File: src/rtl/sigmoid_sweep_collector_pkg.sv
// Shared widths, state encoding and transistor-count helpers for the
// sigmoid sweep collector slice.
package sigmoid_sweep_collector_pkg;

  localparam int X_W   = 8;
  localparam int Y_W   = 16;
  localparam int CNT_W = 9;
  localparam int CHK_W = 24;
  localparam int NUM_W = 51;

  typedef enum logic [1:0] {
    ST_IDLE  = 2'd0,
    ST_ISSUE = 2'd1,
    ST_DRAIN = 2'd2,
    ST_DONE  = 2'd3
  } state_t;

  // Transistor cost per bit of the basic cells used in this slice.
  localparam logic [NUM_W-1:0] FD2_BIT_NUM = 51'd28;
  localparam logic [NUM_W-1:0] ADD_BIT_NUM = 51'd28;
  localparam logic [NUM_W-1:0] CMP_BIT_NUM = 51'd12;
  localparam logic [NUM_W-1:0] MUX_BIT_NUM = 51'd12;

  // Transistor count of a bw-bit FD2 register bank.
  function automatic logic [NUM_W-1:0] reg_number(input int bw);
    return NUM_W'(bw) * FD2_BIT_NUM;
  endfunction

endpackage

File: src/rtl/sigmoid_sweep_collector_fd2.sv
// BW-bit FD2 register wrapper: D flip-flops with asynchronous active-low clear.
module sigmoid_sweep_collector_fd2
  import sigmoid_sweep_collector_pkg::*;
#(
  parameter int BW = 8
) (
  input  logic             clk,
  input  logic             rst_n,
  input  logic [BW-1:0]    d,
  output logic [BW-1:0]    q,
  output logic [NUM_W-1:0] number
);

  // Plain storage; all enable/clear behaviour lives in the caller's d path.
  always_ff @(posedge clk or negedge rst_n) begin
    if (!rst_n) q <= '0;
    else        q <= d;
  end

  assign number = reg_number(BW);

endmodule

File: src/rtl/sigmoid_sweep_collector_y_accum.sv
// Result accumulator: running checksum and unsigned maximum of accepted y values.
module sigmoid_sweep_collector_y_accum
  import sigmoid_sweep_collector_pkg::*;
(
  input  logic             clk,
  input  logic             rst_n,
  input  logic             clear,
  input  logic             accept,
  input  logic [Y_W-1:0]   y,
  output logic [CHK_W-1:0] checksum,
  output logic [Y_W-1:0]   max_y,
  output logic [NUM_W-1:0] number
);

  logic [CHK_W-1:0] chk_d;
  logic [Y_W-1:0]   max_d;
  logic [NUM_W-1:0] chk_num;
  logic [NUM_W-1:0] max_num;

  // Next-value logic: clear wins over accept, otherwise hold.
  always_comb begin
    chk_d = checksum;
    max_d = max_y;
    if (clear) begin
      chk_d = '0;
      max_d = '0;
    end else if (accept) begin
      chk_d = checksum + {{(CHK_W-Y_W){1'b0}}, y};
      if (y > max_y) max_d = y;
    end
  end

  sigmoid_sweep_collector_fd2 #(.BW(CHK_W)) u_chk_reg (
    .clk    (clk),
    .rst_n  (rst_n),
    .d      (chk_d),
    .q      (checksum),
    .number (chk_num)
  );

  sigmoid_sweep_collector_fd2 #(.BW(Y_W)) u_max_reg (
    .clk    (clk),
    .rst_n  (rst_n),
    .d      (max_d),
    .q      (max_y),
    .number (max_num)
  );

  assign number = chk_num + max_num
                + NUM_W'(CHK_W) * (ADD_BIT_NUM + MUX_BIT_NUM)
                + NUM_W'(Y_W)   * (CMP_BIT_NUM + MUX_BIT_NUM);

endmodule

File: src/rtl/sigmoid_sweep_collector.sv
// Self-test controller for the sigmoid unit: issues an x sweep, collects y
// results, tracks outstanding samples and flags protocol errors.
module sigmoid_sweep_collector
  import sigmoid_sweep_collector_pkg::*;
#(
  parameter logic [X_W-1:0] X_START = 8'h80,
  parameter int             TIMEOUT = 15
) (
  input  logic             clk,
  input  logic             rst_n,
  input  logic             i_start,
  input  logic [CNT_W-1:0] i_count,
  output logic [X_W-1:0]   o_x,
  output logic             o_in_valid,
  input  logic [Y_W-1:0]   i_y,
  input  logic             i_out_valid,
  output logic             o_busy,
  output logic             o_done,
  output logic [CHK_W-1:0] o_checksum,
  output logic [Y_W-1:0]   o_max_y,
  output logic             o_error,
  output logic [NUM_W-1:0] number
);

  localparam logic [8:0] TIMEOUT_L = 9'(TIMEOUT);
  // state(2) + four counters + timeout(8) + o_x(8) + four single-bit outputs
  localparam int TOP_FLOPS = 2 + 4*CNT_W + 8 + X_W + 4;

  state_t           state;
  logic [CNT_W-1:0] n_latched;
  logic [CNT_W-1:0] issue_cnt;
  logic [CNT_W-1:0] result_cnt;
  logic [CNT_W-1:0] outstanding;
  logic [7:0]       timeout_cnt;

  logic             in_run;
  logic             issuing;
  logic             start_ok;
  logic             accept;
  logic             stray;
  logic [CNT_W-1:0] issue_next;
  logic [CNT_W-1:0] result_next;
  logic [CNT_W-1:0] outstanding_next;
  logic [8:0]       timeout_next;
  logic [NUM_W-1:0] acc_number;

  assign in_run      = (state == ST_ISSUE) || (state == ST_DRAIN);
  assign issuing     = (state == ST_ISSUE);
  assign start_ok    = i_start && ((state == ST_IDLE) || (state == ST_DONE));
  // Acceptance uses the registered outstanding count, so a result can never
  // be matched against an issue happening in the same cycle.
  assign accept      = in_run && i_out_valid && (outstanding != '0);
  assign stray       = in_run && i_out_valid && (outstanding == '0);
  assign issue_next  = issue_cnt + CNT_W'(1);
  assign result_next = result_cnt + CNT_W'(1);
  assign timeout_next = {1'b0, timeout_cnt} + 9'd1;

  // Outstanding = issued - accepted; simultaneous issue and accept cancel.
  always_comb begin
    outstanding_next = outstanding;
    if (issuing && !accept)      outstanding_next = outstanding + CNT_W'(1);
    else if (!issuing && accept) outstanding_next = outstanding - CNT_W'(1);
  end

  // Sweep controller FSM with registered handshake and status outputs.
  always_ff @(posedge clk or negedge rst_n) begin
    if (!rst_n) begin
      state       <= ST_IDLE;
      n_latched   <= '0;
      issue_cnt   <= '0;
      result_cnt  <= '0;
      outstanding <= '0;
      timeout_cnt <= '0;
      o_x         <= '0;
      o_in_valid  <= 1'b0;
      o_busy      <= 1'b0;
      o_done      <= 1'b0;
      o_error     <= 1'b0;
    end else begin
      case (state)
        ST_IDLE, ST_DONE: begin
          if (i_start) begin
            n_latched   <= i_count;
            issue_cnt   <= '0;
            result_cnt  <= '0;
            outstanding <= '0;
            timeout_cnt <= '0;
            o_error     <= 1'b0;
            if (i_count != '0) begin
              state      <= ST_ISSUE;
              o_x        <= X_START;
              o_in_valid <= 1'b1;
              o_busy     <= 1'b1;
              o_done     <= 1'b0;
            end else begin
              state      <= ST_DONE;
              o_in_valid <= 1'b0;
              o_busy     <= 1'b0;
              o_done     <= 1'b1;
            end
          end
        end
        ST_ISSUE: begin
          issue_cnt   <= issue_next;
          outstanding <= outstanding_next;
          if (accept) result_cnt <= result_next;
          if (stray)  o_error    <= 1'b1;
          if (issue_next == n_latched) begin
            state       <= ST_DRAIN;
            o_in_valid  <= 1'b0;
            timeout_cnt <= '0;
          end else begin
            o_x <= o_x + X_W'(1);
          end
        end
        ST_DRAIN: begin
          outstanding <= outstanding_next;
          if (accept) result_cnt <= result_next;
          if (stray)  o_error    <= 1'b1;
          if (result_cnt == n_latched) begin
            state  <= ST_DONE;
            o_busy <= 1'b0;
            o_done <= 1'b1;
          end else if (accept) begin
            timeout_cnt <= '0;
          end else if (timeout_next >= TIMEOUT_L) begin
            o_error <= 1'b1;
            state   <= ST_DONE;
            o_busy  <= 1'b0;
            o_done  <= 1'b1;
          end else begin
            timeout_cnt <= timeout_next[7:0];
          end
        end
        default: state <= ST_IDLE;
      endcase
    end
  end

  sigmoid_sweep_collector_y_accum u_y_accum (
    .clk      (clk),
    .rst_n    (rst_n),
    .clear    (start_ok),
    .accept   (accept),
    .y        (i_y),
    .checksum (o_checksum),
    .max_y    (o_max_y),
    .number   (acc_number)
  );

  assign number = acc_number + reg_number(TOP_FLOPS)
                + NUM_W'(CNT_W) * (ADD_BIT_NUM + CMP_BIT_NUM) * 51'd4;

endmodule

File: config.mk
export PLATFORM = sky130hd
export DESIGN_NAME = sigmoid_sweep_collector
export DESIGN_NICKNAME = d
export VERILOG_FILES = /design/src/rtl/sigmoid_sweep_collector_pkg.sv /design/src/rtl/sigmoid_sweep_collector_fd2.sv /design/src/rtl/sigmoid_sweep_collector_y_accum.sv /design/src/rtl/sigmoid_sweep_collector.sv
export SDC_FILE = /design/constraint.sdc
export NUM_CORES = 1
export LEC_CHECK = 0
export CAP_MARGIN = 0
export CORE_MARGIN = 2
export CORE_UTILIZATION = 32
export CTS_BUF_LIST = sky130_fd_sc_hd__clkbuf_4
export CTS_CLUSTER_DIAMETER = 150
export CTS_CLUSTER_SIZE = 24
export DETAILED_ROUTE_END_ITERATION = 8
export GPL_ROUTABILITY_DRIVEN = 1
export PLACE_DENSITY = 0.54
export REMOVE_ABC_BUFFERS = 1
export SETUP_SLACK_MARGIN = 0.02
export SLEW_MARGIN = 30
export SYNTH_ARGS = -nofsm -noshare
export SYNTH_HDL_FRONTEND = slang
export SYNTH_SLANG_ARGS = --single-unit
File: constraint.sdc
create_clock -name clk -period 3.2 [get_ports clk]
set_clock_uncertainty 0.1 [all_clocks]
set_input_delay 0.48 -clock clk [delete_from_list [all_inputs] [get_ports clk]]
set_output_delay 0.48 -clock clk [all_outputs]
set_load 0.02 [all_outputs]
==> run_results.csv, run 1 <==
group,metric,value,unit
status,status,"finished, final reports clean",
synth,synth_cell_types,67,
synth,synth_area_leaders,"dfrtp_1, ha_1, buf_4",
route,wirelength,16200,um
setup_path,crit_type,"reg -> reg",
timing,clock.fmax,338,MHz
route,dr_total_vias,5378,
timing,setup_violations,0,
power_and_ir_drop,power.leakage,3.54,nW
grt,antenna_found_initial,1,
setup_path,cp.arrival,3.30,ns
grt,grt_max_degree,44,
clock_tree,cts_buffers,9,
synth,synth_edf_count,0,
cells_and_area,multi_input_area,3720,sq um
worst_hold_path,hold_class,"reg -> reg",
clock_tree,clk_pin_slew_worst_paths,0.15,ns
timing,final-max-slew-violation-count,0,
cells_and_area,final_util,0.390,
placed_design,placedCellCount,1091,
timing,holdWs,0.419,ns
cells_and_area,fin_nets,912,
floorplan,die_h,148,um
timing,final-hold-violation-count,0,
floorplan,die-area,21900,sq um
synth,yosys_warnings,0,
synth,yosysTopAreaCell,"dfrtp_1",
synth,yosys_register_bits,98,
route,vias_per_cell,4.85,
grt,grt_usage,0.153,
floorplan,std_cell_rows,52,
power_and_ir_drop,vdd_drop_max,0.518,mV
setup_path,critPathMaxFanout,5,
synth,synth-seq-area-share,0.370,
timing,tightest_slew,0.899,ns
timing,post-route-min-period,2.96,ns
grt,grt_pass1_vias,5179,
route,first_pass_iters,4,
placed_design,place_congestion,0.809,
route,first_iter_violations,318,
placed_design,dp_hpwl,11900,um
synth,async_flop_share,1.00,
synth,synth_top_cell_area_share,0.370,
grt,overflow,0,
cells_and_area,drive_above_1_share,0.0787,
setup_path,cp_data_required_time,3.54,ns
synth,avgSynthCellArea,9.03,sq um
route,avgRoutedWirePerCell,14.6,um
clock_tree,clockBufferDepth,2,
floorplan,die_x,148,um
synth,syn_area,6620,sq um
timing,worst_slack,0.240,ns
cells_and_area,fin_cells,1110,
clock_tree,root_buffer,"clkbuf_4",
timing,slew_headroom,0.401,
cells_and_area,nFillCells,2095,
clock_tree,cts_sinks,98,
floorplan,core_area,20300,sq um
clock_tree,clk_latency,0.49,ns
setup_path,start_kind,"flip-flop",
grt,grt_pass1_wl,27000,um
cells_and_area,register_area,2450,sq um
synth,syn_inst,733,
synth,synthFlopType,"dfrtp_1",
placed_design,numPortBuffers,80,
route,drc_errors,0,
setup_path,worstSetupEndpointType,"flip-flop",
clock_tree,cts_tree,"done",
job,max_cap_violations,0,
timing,period_share,0.925,
floorplan,pin_count,132,
power_and_ir_drop,power.density,882,nW/um^2
floorplan,floorplan.initialDensity,0.326,
clock_tree,htreeDepth,3,
timing,tns,0,ns
timing,rsz0062_at_grt,"true",
route,ant_nets,0,
cells_and_area,syn_to_final_growth,19.5,%
placed_design,pre_cts_slack,-0.103,ns
[layout make-up]
cell class	count	share of cell area
Inverter	40	0.0190
Timing Repair Buffer	120	0.139
Sequential cell	98	0.310
Multi-Input combinational cell	565	0.470
Tap cell	270	0.0427
Antenna cell	1	0.000316
Clock inverter	7	0.0106
Clock buffer	9	0.00854
[synthesized netlist by cell type (9+ instances only)]
library cell  count
a21o_1           15
a21oi_1          25
a22o_1           23
buf_4            54
clkbuf_1         21
dfrtp_1          98
ha_1             47
inv_1            40
nand2_1          76
nand3_1          37
nand4_1          10
nor2_1           38
nor2b_1          14
nor3_1           17
nor4_1            9
o21ai_0          39
o31ai_1          10
xnor2_1          30
xor2_1           21
[power by group]
group,internal (mW),switching [mW]
Sequential,1.61,0.365
Clock,0.308,0.443
Combinational,1.89,2.36
[cells in the final DEF (no fill, tap or decap), types with 10 or more instances in the layout]
cell / instances
xnor2_1: 30
a21oi_1: 25
nand3_1: 37
ha_1: 47
inv_1: 40
a21o_1: 15
conb_1: 51
nand2_1: 75
nor2_1: 38
xor2_1: 21
nor2b_1: 14
o31ai_1: 10
nand4_1: 10
a22o_1: 23
clkdlybuf4s50_1: 79
nor3_1: 17
dfrtp_1: 98
buf_4: 40
o21ai_0: 38
[final timing paths]
path,from,endpoint,slack (ns),depth (start not counted)
min in group asynchronous,rst_n,u_y_accum.u_max_reg.q[10]$_DFFE_PN0P_,0.43,2
max in group asynchronous,rst_n,u_y_accum.u_max_reg.q[8]$_DFFE_PN0P_,1.89,3
hold reg to reg,timeout_cnt[5]$_DFFE_PN0P_,timeout_cnt[5]$_DFFE_PN0P_,0.42,1
hold / removal,timeout_cnt[5]$_DFFE_PN0P_,timeout_cnt[5]$_DFFE_PN0P_,0.42,1
setup / recovery,state[0]$_DFFE_PN0P_,outstanding[8]$_DFFE_PN0P_,0.24,12
setup reg to reg,state[0]$_DFFE_PN0P_,outstanding[8]$_DFFE_PN0P_,0.24,12
[worst max-delay path, cell delays in order, from the launching register on]
cell and delay (ns):
dfrtp_1 0.38, inv_1 0.06, ha_1 0.31, a311o_1 0.36
nand2_2 0.13, ha_1 0.27, nor2b_1 0.14, o21a_1 0.18
o31ai_1 0.28, a21oi_1 0.13, xnor2_1 0.16, nor4_1 0.29
a21o_1 0.12
[stage by stage]
step	instance area (sq um)	power, mW
2_1_floorplan	6300	4.76
3_3_place_gp	7730	6.22
3_5_place_dp	7730	6.25
4_1_cts	7890	7.02
5_1_grt	7910	7.64
6_report	7910	6.98
[logic make-up (layout without fill, tap and decap cells)]
group / after synthesis / in the layout / share of synthesized area
AND/OR/NAND/NOR: 233 / 233 / 0.172
AO/OA/AOI/OAI: 172 / 172 / 0.182
buffers and inverters: 119 / 176 / 0.0984
flip-flops: 98 / 98 / 0.370
XOR/XNOR: 51 / 51 / 0.0674
adder cells (fa/ha/maj): 49 / 49 / 0.0948
multiplexers: 9 / 9 / 0.0138
other: 2 / 52 / 0.00113
[registers in the layout (all words and copies together), names as in the netlist, 2 cells and up]
register	count
u_y_accum.u_chk_reg.q	24
u_y_accum.u_max_reg.q	16
issue_cnt	9
n_latched	9
outstanding	9
result_cnt	9
o_x	8
timeout_cnt	8
state	2
[layer usage]
layer | wire length, um | track usage
met5 | 0 | 0
met4 | 279 | 0.0533
met3 | 556 | 0.0207
met2 | 7150 | 0.236
met1 | 8170 | 0.221
[what timing repair did]
| item | in CTS | in global routing |
|---|---|---|
| gates resized for setup | 0 | 3 |
| setup buffers | 0 | 1 |
| hold buffers | 1 | 0 |
| endpoints found under the setup margin | 0 | 9 |
| endpoints found under the hold margin | 39 | 0 |
(Power assumes the default switching activity.)
==> run 2, diff against run 1 <==
--- a/config.mk
+++ b/config.mk
@@ -6,4 +6,5 @@
 export NUM_CORES = 1
 export LEC_CHECK = 0
+export ABC_AREA = 1
 export CAP_MARGIN = 0
 export CORE_MARGIN = 2
@@ -14,5 +15,5 @@
 export DETAILED_ROUTE_END_ITERATION = 8
 export GPL_ROUTABILITY_DRIVEN = 1
-export PLACE_DENSITY = 0.54
+export PLACE_DENSITY = 0.67
 export REMOVE_ABC_BUFFERS = 1
 export SETUP_SLACK_MARGIN = 0.02
==> constraint.sdc (replaced) <==
create_clock -name clk -period 3.2 [get_ports clk]
set_clock_uncertainty 0.1 [all_clocks]
set_input_delay 0.48 -clock clk [delete_from_list [all_inputs] [get_ports clk]]
set_output_delay 0.48 -clock clk [all_outputs]
set_load 0.005 [all_outputs]
==> run 2 against run 1 <==
  * Sequential power is 3% higher
  * Core utilization shrank 0.72 points
  * Synthesized area rose by 5.0%
  * Wire length rose by 7.7%
  * Clock power is 4.9% higher
  * Non-clock buffer count shrank 27
  * Setup slack gained 0.27 ns
  * Sequential share of layout area is 0.69 points lower
  * Synthesized cell count increased by 30%
  * Critical path type unchanged
==> run_results.csv, run 2 <==
group,metric,value,unit
grt,grt_pass1_vias,5726,
clock_tree,root_buffer,"clkbuf_4",
job,max_cap_violations,0,
clock_tree,clockBufferDepth,2,
grt,grt_usage,0.157,
power_and_ir_drop,vdd_drop_max,0.310,mV
setup_path,crit_type,"reg -> reg",
setup_path,cp_data_required_time,3.50,ns
route,routed.top_layer,"met4",
placed_design,place_congestion,0.830,
synth,yosys_warnings,0,
floorplan,die-area,22900,sq um
timing,tns,0,ns
setup_path,worst_path_most_repeated_cell,"nand2_1",
floorplan,die_x,151,um
floorplan,die_h,151,um
synth,syn_area,6960,sq um
synth,synth_cell_types,47,
clock_tree,htreeDepth,3,
route,avgRoutedWirePerCell,13.2,um
cells_and_area,largest_reg_flops,24,
cells_and_area,layout_common_cells,"nand2_1, inv_1, dfrtp_1, nor2_1, clkdlybuf4s50_1",
timing,post-route-min-period,2.69,ns
route,met1_length,8140,um
cells_and_area,largest_register,"u_y_accum.u_chk_reg.q",
timing,worst_slack,0.506,ns
placed_design,pre_cts_slack,0.237,ns
route,dr_total_vias,6293,
clock_tree,cts_sinks,98,
timing,tightest_slew,0.547,ns
synth,synth_edf_count,0,
setup_path,critPathMaxFanout,9,
power_and_ir_drop,power.density,851,nW/um^2
timing,final-hold-violation-count,0,
setup_path,start_kind,"flip-flop",
timing,slew_headroom,0.635,
synth,synth_top_cell_area_share,0.353,
synth,synthMostInstantiatedCell,"nand2_1",
route,first_iter_violations,466,
route,first_pass_iters,5,
clock_tree,clk_pin_slew_worst_paths,0.17,ns
cells_and_area,syn_to_final_growth,16.3,%
synth,yosys-top-cells-count,"nand2_1, inv_1, dfrtp_1, nor2_1, o21ai_0",
grt,grt_max_degree,39,
timing,clock.fmax,371,MHz
floorplan,core_area,21200,sq um
status,status,"finished, final reports clean",
synth,async_flop_share,1.00,
clock_tree,cts_tree,"done",
timing,rsz0062_at_grt,"false",
synth,synth_area_leaders,"dfrtp_1, nand2_1, ha_1",
cells_and_area,drive_above_1_share,0.0585,
worst_hold_path,hold_class,"in -> async",
floorplan,std_cell_rows,53,
placed_design,placedCellCount,1301,
placed_design,numPortBuffers,80,
synth,avgSynthCellArea,7.30,sq um
power_and_ir_drop,power.leakage,3.92,nW
synth,syn_inst,953,
grt,grt_pass1_wl,28400,um
cells_and_area,largestRegisters,"u_y_accum.u_chk_reg.q: 24 flops, u_y_accum.u_max_reg.q: 16 flops",
clock_tree,clk_latency,0.49,ns
floorplan,floorplan.initialDensity,0.329,
setup_path,crit_slowest_cell,"dfrtp_1",
setup_path,path_cells,"inv_1 > ha_1 > clkinv_2 > nand2_1 > nor2_2 > nor2_4 > inv_2 > ha_1 > inv_1 > nor2_1 > o21ai_0 > nand2_1 > nand2_1 > nand2_1 > a21oi_1 > nand2_1 > nand2_1 > o22ai_1",
timing,final-max-slew-violation-count,0,
clock_tree,cts_buffers,9,
setup_path,cp.arrival,3.00,ns
clock_tree,post-cts-setup-buffer-count,0,
route,wirelength,17400,um
synth,synthFlopType,"dfrtp_1",
cells_and_area,fin_nets,1116,
synth,yosys_register_bits,98,
route,vias_per_cell,4.77,
route,drc_errors,0,
route,route.met2.wl,7900,um
route,wl_met3,1040,um
floorplan,pin_count,132,
synth,synth-seq-area-share,0.353,
grt,antenna_found_initial,1,
synth,yosysTopAreaCell,"dfrtp_1",
setup_path,worstSetupEndpointType,"flip-flop",
timing,setup_violations,0,
placed_design,dp_hpwl,13500,um
cells_and_area,fin_cells,1319,
route,ant_nets,0,
grt,overflow,0,
timing,holdWs,0.390,ns
timing,period_share,0.842,
setup_path,slowest_delay,0.42,ns
cells_and_area,final_common_cell,"nand2_1",
==> run 2: cell count changes in the layout (fill, tap and decap cells not counted), sizes merged, moves of 12 or more <==
cell	change
nand2	+192
inv	+72
nor2	+56
buf	-27
nand4	+25
o21ai	+23
xnor2	-23
a22o	-22
a21oi	+20
nor2b	-14
a21o	-12
nand3	+12
==> run 2: power by group <==
| group | internal, mW | switching [mW] |
|---|---|---|
| sequential | 1.65 | 0.370 |
| combinational | 1.59 | 2.49 |
| clock | 0.321 | 0.467 |
| total | 3.56 | 3.33 |
==> run 2: worst max-delay path, delay by kind of cell, from the launching register on <==
kind / cells / cell delay (ns)
fa+ha+maj: 2 / 0.61
buf+inv: 4 / 0.39
simple gates: 9 / 0.71
flops: 1 / 0.42
compound gates: 3 / 0.38
==> run 2: through the flow <==
| step | cell area (sq um) | total power [mW] | utilization |
|---|---|---|---|
| 6_report | 8090 | 6.89 | 0.383 |
| 5_1_grt | 8090 | 7.63 | 0.383 |
| 3_3_place_gp | 7910 | 6.04 | 0.374 |
| 3_5_place_dp | 7910 | 6.12 | 0.374 |
| 2_1_floorplan | 6680 | 4.68 | - |
| 4_1_cts | 8090 | 6.94 | 0.383 |
==> run 2: logic make-up after synthesis <==
| family | Yosys count | synth area share |
|---|---|---|
| AND/OR/NAND/NOR | 468 | 0.294 |
| buffers and inverters | 179 | 0.126 |
| AO/OA/AOI/OAI | 137 | 0.109 |
| flip-flops | 98 | 0.353 |
| adder cells (fa/ha/maj) | 49 | 0.0903 |
| XOR/XNOR | 20 | 0.0263 |
| other | 2 | 0.00108 |
==> run 2: area by class of cell <==
type,instances,area [sq um]
Inverter,111,418
Fill cell,2186,13100
Clock buffer,9,67.6
Clock inverter,7,100
Sequential cell,98,2450
Timing Repair Buffer,93,898
Tap cell,275,344
Antenna cell,1,2.50
Multi-Input combinational cell,725,3810
==> run 2: path summary, 6_finish.rpt <==
| path | start | to | slack [ns] | cells past startpoint |
|---|---|---|---|---|
| setup / recovery | state[0]$_DFFE_PN0P_ | outstanding[6]$_DFFE_PN0P_ | 0.51 | 18 |
| hold / removal | rst_n | u_y_accum.u_max_reg.q[15]$_DFFE_PN0P_ | 0.39 | 2 |
| setup reg to reg | state[0]$_DFFE_PN0P_ | outstanding[6]$_DFFE_PN0P_ | 0.51 | 18 |
| hold reg to reg | o_done$_DFFE_PN0P_ | o_done$_DFFE_PN0P_ | 0.41 | 2 |
| max in group asynchronous | rst_n | outstanding[5]$_DFFE_PN0P_ | 1.84 | 3 |
| min in group clk | o_done$_DFFE_PN0P_ | o_done$_DFFE_PN0P_ | 0.41 | 2 |
==> run 2: repair_timing <==
item / 4_1_cts / 5_1_grt
hold buffers: 1 / 0
hold endpoints to repair: 35 / 0
setup endpoints to repair: 0 / 0
resized for setup: 0 / 0
==> run 2: per-layer routing <==
metal	global-route usage	up-vias
li1	-	3183
met1	0.212	2941
met2	0.250	148
met3	0.0337	21
met4	0.0528	0
met5	0	-
==> run 3, diff against run 2 <==
PLACE_DENSITY = 0.65   (was 0.67)
clock period = 2.6 ns   (was 3.2 ns; I/O delays follow)
==> run 3 against run 2 <==
  * Design area grew 4.6%
  * Clock power grew 23%
  * Worst hold slack lost 0.042 ns
  * Sequential share of layout area fell by 1.3 points
  * Maximum frequency grew 7.8%
  * Flip-flop and latch count did not move
  * Register-to-register slack lost 0.41 ns
  * Sequential power increased by 23%
  * Global-route usage is 0.052 points lower
  * Core utilization grew 1.8 points
  * Critical path depth is 1 lower
  * First-iteration DRC count shrank 24%
  * Largest cell class unchanged
==> run_results.csv, run 3 (synthesis results as in run 2) <==
group,metric,value,unit
status,status,"finished, final reports clean",
setup_path,critPathMaxFanout,7,
power_and_ir_drop,power.leakage,4.10,nW
timing,slew_headroom,0.590,
job,max_cap_violations,0,
route,first_pass_iters,5,
route,wirelength,17600,um
setup_path,path_cells,"inv_2 > ha_4 > clkinv_2 > nand2_2 > nor2_4 > nor2_4 > inv_2 > buf_6 > ha_1 > a21oi_1 > nand2_2 > nand2_1 > nand2_1 > a21oi_2 > nand2_1 > nand2_1 > o21ai_0",
setup_path,worstSetupEndpointType,"flip-flop",
placed_design,pre_cts_slack,-0.255,ns
cells_and_area,drive_above_1_share,0.0987,
clock_tree,root_buffer,"clkbuf_4",
placed_design,dp_hpwl,13500,um
cells_and_area,layout_common_cells,"nand2_1, inv_1, dfrtp_1, nor2_1, clkdlybuf4s50_1",
setup_path,start_kind,"flip-flop",
setup_path,crit_path_start,"state[0]$_DFFE_PN0P_",
timing,rsz0062_at_grt,"true",
grt,antenna_found_initial,1,
grt,grt_usage,0.157,
route,first_iter_violations,356,
cells_and_area,largest_reg_flops,24,
clock_tree,htreeDepth,3,
setup_path,crit_slowest_cell,"dfrtp_1",
setup_path,worst_path_most_repeated_cell,"nand2_1",
setup_path,cp_top_family,"simple AND/OR/NAND/NOR gates",
floorplan,die_x,151,um
setup_path,cp.arrival,2.78,ns
route,vias_per_cell,4.71,
cells_and_area,largest_register,"u_y_accum.u_chk_reg.q",
clock_tree,cts_sinks,98,
timing,clock.fmax,400,MHz
placed_design,place_congestion,0.856,
cells_and_area,final_common_cell,"nand2_1",
clock_tree,cts_buffers,9,
route,ant_nets,0,
floorplan,die_h,151,um
setup_path,crit_buf_inv,4,
clock_tree,clockBufferDepth,2,
cells_and_area,final_util,0.400,
placed_design,numPortBuffers,80,
timing,tightest_slew,0.616,ns
floorplan,std_cell_rows,53,
clock_tree,cts_tree,"done",
route,dr_total_vias,6363,
setup_path,slowest_delay,0.43,ns
setup_path,crit_type,"reg -> reg",
timing,setup_violations,0,
placed_design,dpl-instance-area,8140,sq um
power_and_ir_drop,power.density,1080,nW/um^2
grt,grt_pass1_vias,5877,
setup_path,cp_data_required_time,2.88,ns
cells_and_area,final_area,8470,sq um
power_and_ir_drop,vdd_drop_max,0.521,mV
grt,grt_pass1_wl,28600,um
setup_path,timing.rr.start,"state[0]$_DFFE_PN0P_",
cells_and_area,syn_to_final_growth,21.7,%
floorplan,pin_count,132,
clock_tree,clk_pin_slew_worst_paths,0.16,ns
timing,worst_slack,0.0997,ns
route,drc_errors,0,
worst_hold_path,hold_class,"in -> async",
clock_tree,clk_latency,0.49,ns
timing,post-route-min-period,2.50,ns
grt,overflow,0,
timing,final-max-slew-violation-count,0,
floorplan,core_area,21200,sq um
floorplan,die-area,22900,sq um
timing,final-hold-violation-count,0,
route,avgRoutedWirePerCell,13.1,um
floorplan,floorplan.initialDensity,0.329,
timing,period_share,0.962,
grt,grt_max_degree,44,
cells_and_area,largestRegisters,"u_y_accum.u_chk_reg.q: 24 flops, u_y_accum.u_max_reg.q: 16 flops",
cells_and_area,fin_nets,1147,
## run 3: cell types whose count changed in the layout (fill, tap and decap cells not counted), moves of 3 or more
cell	change
buf_4	+26
a21oi_2	+3
ha_1	-5
a21oi_1	-3
ha_4	+5
buf_12	+4
## run 3: through the flow
step | TNS (ns) | std cells | total power, mW | hold slack (ns)
detailed placement | -1.06 | 1325 | 7.87 | 0.341
global placement | -0.580 | 1325 | 7.78 | 0.337
floorplan | -9.00 | 934 | 5.75 | -0.00559
global route | -0.172 | 1350 | 10.1 | 0.334
CTS | 0 | 1342 | 8.87 | 0.327
finish | 0 | 1350 | 9.17 | 0.348
## run 3: final cells by class
cell class	instances	area (sq um)
fill	2127	12700
inverter	111	418
multi-input combinational	725	3900
clock inverter	6	88.8
timing repair buffer	124	1180
sequential	98	2450
clock buffer	10	75.1
antenna	1	2.50
tap	275	344
## run 3: timing repair
item	in CTS	in global routing
buffers inserted	0	7
hold buffers	1	0
setup endpoints to repair	0	21
gates resized for setup	0	18
hold endpoints to repair	41	0
## run 3: worst register-to-register path, delay by kind of cell (launching register included)
kind / cells / cell delay, ns
buf+inv: 4 / 0.34
fa+ha+maj: 2 / 0.46
flops: 1 / 0.43
simple gates: 8 / 0.64
compound gates: 3 / 0.42
## run 3: path summary, 6_finish.rpt
check / slack (ns) / cells past startpoint / end
setup / recovery: 0.1 / 17 / outstanding[5]$_DFFE_PN0P_
hold / removal: 0.35 / 2 / u_y_accum.u_max_reg.q[14]$_DFFE_PN0P_
setup reg to reg: 0.1 / 17 / outstanding[5]$_DFFE_PN0P_
hold reg to reg: 0.41 / 2 / o_done$_DFFE_PN0P_
max in group asynchronous: 1.47 / 3 / timeout_cnt[3]$_DFFE_PN0P_
min in group clk: 0.35 / 3 / n_latched[0]$_DFFE_PN0P_
## run 3: report_power, final
group / internal, mW / switching, mW
clock: 0.403 / 0.569
combinational: 2.43 / 3.28
sequential: 2.03 / 0.461
total: 4.86 / 4.31
## run 3: metal layers
metal  vias to the layer above  global-route usage  routed length, um
li1                       3243                   -                  -
met1                      2964               0.211               8460
met2                       136               0.259               8270
met3                        20              0.0202                601
met4                         0              0.0556                304
met5                         -                   0                  0
